$ cat src/rtl/trace_axis_packetizer.sv
// Trace packetizer: event counters, write-strobe edge detector and an
// AXI4-Stream master fed from a small first-word-fall-through queue.
module trace_axis_packetizer #(
  parameter int PAYLOAD_WIDTH = 160,
  parameter int NUM_EVENTS    = 115,
  parameter int CNT_WIDTH     = 7,
  parameter int FIFO_DEPTH    = 4,
  localparam int TDATA_WIDTH  = PAYLOAD_WIDTH + NUM_EVENTS * CNT_WIDTH
) (
  input  logic                     clk,
  input  logic                     rst_n,
  input  logic                     sig,
  output logic                     pos_edge,
  output logic                     neg_edge,
  input  logic                     write_enable,
  input  logic [PAYLOAD_WIDTH-1:0] payload,
  input  logic [NUM_EVENTS-1:0]    performance_events,
  input  logic                     tlast_request,
  input  logic [31:0]              tlast_interval,
  output logic                     M_AXIS_tvalid,
  input  logic                     M_AXIS_tready,
  output logic [TDATA_WIDTH-1:0]   M_AXIS_tdata,
  output logic                     M_AXIS_tlast,
  output logic                     overflow
);

  localparam int AW = $clog2(FIFO_DEPTH);

  logic                   sig_q;
  logic [CNT_WIDTH-1:0]   cnt [NUM_EVENTS];
  logic [TDATA_WIDTH-1:0] snap;
  logic [TDATA_WIDTH:0]   mem [FIFO_DEPTH];
  logic [AW-1:0]          rd_ptr;
  logic [AW-1:0]          wr_ptr;
  logic [AW:0]            count;
  logic [31:0]            frame;
  logic                   full;
  logic                   pop;
  logic                   accept;
  logic                   last_new;

  assign pos_edge = rst_n & sig & ~sig_q;
  assign neg_edge = rst_n & ~sig & sig_q;

  assign full          = count == (AW+1)'(FIFO_DEPTH);
  assign M_AXIS_tvalid = count != '0;
  assign pop           = M_AXIS_tvalid & M_AXIS_tready;
  assign accept        = write_enable & (~full | pop);

  assign last_new = tlast_request |
    (tlast_interval != 32'd0 &&
     ({1'b0, frame} + 33'd1) >= {1'b0, tlast_interval});

  // Stale RAM contents never leak: outputs read zero while empty.
  assign M_AXIS_tdata = M_AXIS_tvalid ?
    mem[rd_ptr][TDATA_WIDTH-1:0] : '0;
  assign M_AXIS_tlast = M_AXIS_tvalid & mem[rd_ptr][TDATA_WIDTH];

  always_comb begin
    snap = '0;
    snap[TDATA_WIDTH-1 -: PAYLOAD_WIDTH] = payload;
    for (int i = 0; i < NUM_EVENTS; i++)
      snap[(NUM_EVENTS-1-i)*CNT_WIDTH +: CNT_WIDTH] = cnt[i];
  end

  // Snapshot restarts from this cycle's events so none are lost.
  always_ff @(posedge clk) begin
    if (!rst_n) begin
      for (int i = 0; i < NUM_EVENTS; i++)
        cnt[i] <= '0;
    end else begin
      for (int i = 0; i < NUM_EVENTS; i++)
        cnt[i] <= write_enable ?
          CNT_WIDTH'(performance_events[i]) :
          cnt[i] + CNT_WIDTH'(performance_events[i]);
    end
  end

  always_ff @(posedge clk) begin
    if (!rst_n) begin
      sig_q    <= 1'b0;
      rd_ptr   <= '0;
      wr_ptr   <= '0;
      count    <= '0;
      frame    <= '0;
      overflow <= 1'b0;
    end else begin
      sig_q <= sig;
      if (accept) begin
        wr_ptr <= wr_ptr + AW'(1);
        frame  <= last_new ? 32'd0 : frame + 32'd1;
      end
      if (pop)
        rd_ptr <= rd_ptr + AW'(1);
      unique case ({accept, pop})
        2'b10:   count <= count + (AW+1)'(1);
        2'b01:   count <= count - (AW+1)'(1);
        default: count <= count;
      endcase
      if (write_enable && !accept)
        overflow <= 1'b1;
    end
  end

  always_ff @(posedge clk) begin
    if (accept)
      mem[wr_ptr] <= {last_new, snap};
  end

endmodule

$ cat config.mk
export PLATFORM = sky130hd
export DESIGN_NAME = trace_axis_packetizer
export DESIGN_NICKNAME = d
export VERILOG_FILES = /design/src/rtl/trace_axis_packetizer.sv
export SDC_FILE = /design/constraint.sdc
export NUM_CORES = 2
export LEC_CHECK = 0
export ABC_AREA = 0
export ABC_CLOCK_PERIOD_IN_PS = 69500
export BUFFER_PORTS_ARGS = -buffer_cell sky130_fd_sc_hd__buf_2
export CORE_MARGIN = 2
export CORE_UTILIZATION = 60
export CTS_BUF_LIST = sky130_fd_sc_hd__clkbuf_8
export CTS_CLUSTER_DIAMETER = 50
export DETAILED_ROUTE_END_ITERATION = 8
export PLACE_DENSITY = 0.79
export SYNTH_ARGS = -nofsm -noshare
export SYNTH_HDL_FRONTEND = slang
export SYNTH_MEMORY_MAX_BITS = 65536
export SYNTH_SLANG_ARGS = --single-unit
$ cat constraint.sdc
create_clock -name clk -period 69.5 [get_ports clk]
set_input_delay 13.9 -clock clk [delete_from_list [all_inputs] [get_ports clk]]
set_output_delay 13.9 -clock clk [all_outputs]
set_load 0.02 [all_outputs]
Word level (Yosys, flattened, before mapping)
Memory sizes are Yosys's and may differ from the RTL's. A register that Yosys moved wholly into a read port is not among the register bits.
Cells that the tools add are included.
{"block": "word_totals", "mem_count": 2, "mem_bits_rw": 4669, "word_cells": 505, "in_bits": 313, "output_inout_bits": 970, "regBits": 41}
{"name": "mem", "depth": 4, "width": 966, "read_ports": 1, "rd_ports_with_merged_regs": 1, "write_ports": 1, "line_no": "32", "text": "logic [TDATA_WIDTH:0] mem [FIFO_DEPTH];"}
{"name": "cnt", "depth": 115, "width": 7, "read_ports": 115, "rd_ports_with_merged_regs": 0, "write_ports": 115, "line_no": "30", "text": "logic [CNT_WIDTH-1:0] cnt [NUM_EVENTS];"}
{"block": "op_classes", "reduce_logical": 6, "magnitude_cmp": 1, "add_sub_neg": 121, "bitwise_logic": 127, "eq_ne": 3, "muxes": 239}
{"operator": "two-way mux 7 bit", "n": 230}
{"operator": "two-way mux 965 bit", "n": 1}
{"operator": "adder 7 x 1 -> 7 bit", "n": 115}
{"operator": "OR 1 bit", "n": 117}
{"operator": "adder 32 x 1 -> 33 bit (second input constant)", "n": 1}
{"operator": ">= comparator 33 x 32 -> 1 bit", "n": 1}
{"operator": "adder 32 x 1 -> 32 bit (second input constant)", "n": 1}
{"operator": "two-way mux 32 bit", "n": 1}
{"operator": "nonzero test 32 bit", "n": 1}
{"operator": "bitwise AND 1 bit", "n": 7}
{"operator": "case mux 3 bit (2 select lines)", "n": 1}
{"operator": "adder 2 x 1 -> 2 bit (second input constant)", "n": 2}
{"operator": "two-way mux 1 bit", "n": 4}
{"operator": "two-way mux 2 bit", "n": 2}
{"operator": "adder 3 x 1 -> 3 bit (second input constant)", "n": 1}
{"operator": "== test 3 bit (second input constant)", "n": 1}
{"operator": "inverter 1 bit", "n": 3}
{"operator": "nonzero test 3 bit", "n": 1}
{"operator": "subtractor 3 x 1 -> 3 bit (second input constant)", "n": 1}
{"operator": "== test 2 x 1 -> 1 bit (second input constant)", "n": 1}
{"operator": "== test 2 bit (second input constant)", "n": 1}
{"operator": "logical AND 1 bit", "n": 2}
{"operator": "nonzero test 2 bit", "n": 1}
{"operator": "zero test 1 bit", "n": 1}

Longest topological paths before layout
{"block": "depth", "depth_word": 6, "mapped_depth": 17, "depth_no_buf": 15}

Worst setup path after synthesis
OpenSTA, ideal clock, no wires.
{"block": "synth_path", "kind": "input port to flip-flop", "startpoint": "input port M_AXIS_tready", "endpoint": "memory mem[0][0] (netlist name), enable pin", "t_required_ps": 68035, "arrival_time_ps": 36336, "stages": 5, "setup_time_ps": 1465, "slack_ps": 31699, "path_buffers": 2, "cell_sequence": "nor4b_1 > nor2b_1 > clkbuf_1 > clkbuf_1 > and2_1"}
{"block": "synth_via", "elab_chain_len": 5}
{"element": "from (decl)", "line_no": "21", "text": "input logic M_AXIS_tready,"}
{"element": "bitwise AND 1 bit", "line_no": "47", "text": "assign pop = M_AXIS_tvalid & M_AXIS_tready;"}
{"element": "OR 1 bit", "line_no": "48", "text": "assign accept = write_enable & (~full | pop);"}
{"element": "bitwise AND 1 bit", "line_no": "48"}
{"element": "two-way mux 1 bit", "line_no": "106", "text": "if (accept)"}
{"element": "two-way mux 1 bit (implied by the code)", "line_no": "107", "text": "mem[wr_ptr] <= {last_new, snap};"}
{"element": "to (decl)", "line_no": "32"}
Every way passes these cells.

Worst setup path after layout
{"block": "layout_path", "startpoint": "input port rst_n", "endpoint": "output port neg_edge"}
{"block": "layout_via", "elab_chain_len": 2}
{"element": "from (decl)", "line_no": "11", "text": "input logic rst_n,"}
{"element": "bitwise AND 1 bit (2 in series)", "line_no": "43", "text": "assign neg_edge = rst_n & ~sig & sig_q;"}
{"element": "to (decl)", "line_no": "14", "text": "output logic neg_edge,"}
Every way passes these cells.

==> summary.txt <==
Place
  – Post-place setup slack: 39.70 ns
  – I/O Buffers: 1282
  – Routability cong.: 0.848
  – DP HPWL: 261 mm

Yosys
  – Synthesized flop and latch total: 4712
  – Syn_nets: 10284
  – Main synth FF type: edfxtp_1
  – Top cell type's share of synthesized area: 0.643
  – Post-synth EDFFs: 3864
  – Synth top cells by count: edfxtp_1 (3864), and2_1 (1087), mux4_2 (966)
  – Syn Inst Count: 9703
  – Post-synthesis average cell area: 18.6 um^2
  – Most numerous cell in the Yosys netlist: edfxtp_1
  – Synth area leaders: edfxtp_1 (64%), mux4_2 (12%), dfxtp_1 (9.4%)
  – Seq/Total Area, Yosys: 0.738
  – Yosys warnings: 0
  – Post-synth top area cell: edfxtp_1
  – Netlist cell types: 49
  – Synthesized area: 180000 um^2
  – Asr flop ratio synth: 0

STA
  – Max-Slew Margin vs Limit: 0.231
  – Final number of setup-violating endpoints: 0
  – Setup TNS: 0 ns
  – Clk_skew: 0.108 ns
  – Hold Violations, Final: 0
  – Crit share post-route: 0.429
  – Fin crit period: 29.80 ns
  – PnR worst setup slack: 39.70 ns
  – Unrepaired setup endpoints after global routing: false
  – Worst slew pin tran: 1.15 ns
  – Slew Viols, Final: 0
  – FMAX: 33.6 MHz

CTS
  – Post-CTS Setup Inserts: 0
  – Clk buf depth: 4
  – Num CTS Buffers: 707
  – PostCTS Resize Cnt: 0
  – CTS tree: yes
  – CTS sink count: 4712
  – Clk pin slew, worst setup/hold paths: 0.06 ns
  – CTS root buffer: clkbuf_8
  – H-tree level count: 6
  – Clock latency on the worst-skew pair: 1.25 ns
  – Quantity of hold-fixing buffers added after cts: 0

Worst setup path
  – Most used cell, CP: buf_2
  – Critical Path Slowest Stage Cell: nor2_1
  – CP cell instances: buf_2 > nand2_1 > nor2_1 > buf_4 > buf_2
  – Setup Crit Path Kind: in -> out
  – CP Data Required Time: 55.60 ns
  – Crit path max fanout: 35
  – CP Capture Type: primary output
  – Slowest stage delay, CP: 0.81 ns
  – CP startpoint kind: input port
  – Data arrival, critical path: 15.90 ns

Route
  – Final ANT Viol Nets: 0
  – Initial DRC count: 9073
  – WL final: 418 mm
  – Number of iterations in the first detailed-routing pass: 5
  – DR vias/cell: 5.86
  – Drc violations: 0
  – Via count: 93853
  – DR WL/cell: 26.1 um

Pwr
  – Internal Power: 5.25 mW
  – Sw Ratio: 0.343
  – Pleak: 72.2 nW
  – Combinational power share: 0.310
  – Sequential share of power: 0.417
  – Net switching power: 2.74 mW
  – Clock power frac: 0.274
  – PwrDens: 38.9 nW/um^2
  – VDD IR max: 0.0000386 V

Floorplan
  – Initial core utilization: 0.602
  – Die height: 552 um
  – Site row count: 201
  – Die Wd: 552 um
  – Die area: 305000 um^2
  – Core Area: 300000 um^2
  – Io pins: 1283

Final layout
  – Final nets: 11941
  – Share of layout cells above drive strength 1: 0.274
  – Fill count: 18417
  – Storage element area: 133000 um^2
  – Area of the multi-input gates: 45400 um^2
  – Area growth, synth to finish: 13.9%

Global route
  – Total global routing overflow: 0
  – Largest net degree at the start of global routing: 197
  – Global-route wire length before repair: 617 mm
  – Antenna violations before repair: 119
  – Gr usage total: 0.271
  – Vias in the first global route: 96107

Job
  – Max-cap viol count: 0

Status
  – Status: completed

Min path
  – Hold Path Class: reg -> reg
-- registers in the layout, indices dropped and copies added (netlist names), named ones only --
register / count
sig_q: 1
rd_ptr: 2
mem: 3864
overflow: 1
frame: 32
wr_ptr: 2
count: 3
cnt: 805
-- final cells by class --
cell class,count,area share
Tap cell,3958,0.0241
Clock inverter,540,0.0162
Antenna cell,92,0.00112
Sequential cell,4712,0.648
Inverter,44,0.000841
Timing Repair Buffer,1390,0.0364
Multi-Input combinational cell,4505,0.221
Clock buffer,785,0.0526
-- layer usage --
layer	share of wire	GRT usage	routed length [um]	up-vias
li1	-	-	-	40957
met4	0.050	0.129	20900	26
met3	0.10	0.0819	42600	787
met2	0.49	0.435	203000	3930
met1	0.36	0.339	152000	48153
met5	0.00038	0	157	-
-- cell families (layout without fill, tap and decap cells) --
logic type               after synthesis  in the layout  share of synthesized area
XOR/XNOR                             600            600                     0.0292
adder cells (fa/ha/maj)              268            268                     0.0186
AND/OR/NAND/NOR                     2474           2474                     0.0736
other                                  0             92                          0
multiplexers                        1081           1081                      0.127
AO/OA/AOI/OAI                         82             82                    0.00304
buffers and inverters                486           2759                     0.0109
flip-flops                          4712           4712                      0.738
-- cell usage in the layout, fill, tap and decap left out, types with 19 or more instances in the layout --
master	n
clkinv_1	88
buf_12	19
buf_2	1281
a21oi_1	21
nand4_1	19
inv_16	21
xor2_1	346
dfxtp_1	846
and2_1	1083
nand3_1	353
buf_4	89
and3_1	201
nor2_1	710
nand2_1	47
inv_1	373
ha_1	267
xnor2_1	252
mux2i_1	115
a41o_1	19
diode_2	92
clkinv_2	47
edfxtp_1	3864
clkbuf_8	785
mux4_2	966
-- per-stage QoR --
step / cells / total power [mW] / hold WS [ns] / area, um^2 / util
after floorplan: 9703 / 5.13 / 0.462 / 180000 / -
after global placement: 14609 / 5.85 / 0.469 / 191000 / 0.638
after detailed placement: 14609 / 5.87 / 0.465 / 191000 / 0.638
after CTS: 15934 / 8.04 / 0.468 / 205000 / 0.685
after global routing: 15993 / 8.28 / 0.490 / 205000 / 0.685
final: 16026 / 7.99 / 0.478 / 205000 / 0.686
-- power groups by stage --
stage / registers, mW / logic, mW / clock network (mW)
3_5_place_dp: 3.39 / 2.48 / 0
4_1_cts: 3.33 / 2.49 / 2.22
6_report: 3.33 / 2.47 / 2.19
3_3_place_gp: 3.37 / 2.48 / 0
5_1_grt: 3.34 / 2.59 / 2.34
2_1_floorplan: 3.58 / 1.56 / 0
-- critical path: cells and delay by family --
kind	cells	cell delay, ns
buffers and inverters	3	1.05
and+or+nand+nor	2	0.93
-- final timing paths --
kind / startpoint / to / slack [ns] / depth (start not counted)
max: rst_n / neg_edge / 39.70 / 5
min: cnt[0][0]$_SDFF_PN0_ / mem[0][798]$_DFFE_PP_ / 0.48 / 0
max reg2reg: count[2]$_SDFFE_PN0P_ / mem[0][350]$_DFFE_PP_ / 62.30 / 8
min reg2reg: cnt[0][0]$_SDFF_PN0_ / mem[0][798]$_DFFE_PP_ / 0.48 / 0
Note: power is estimated with default switching activity, not from simulation.
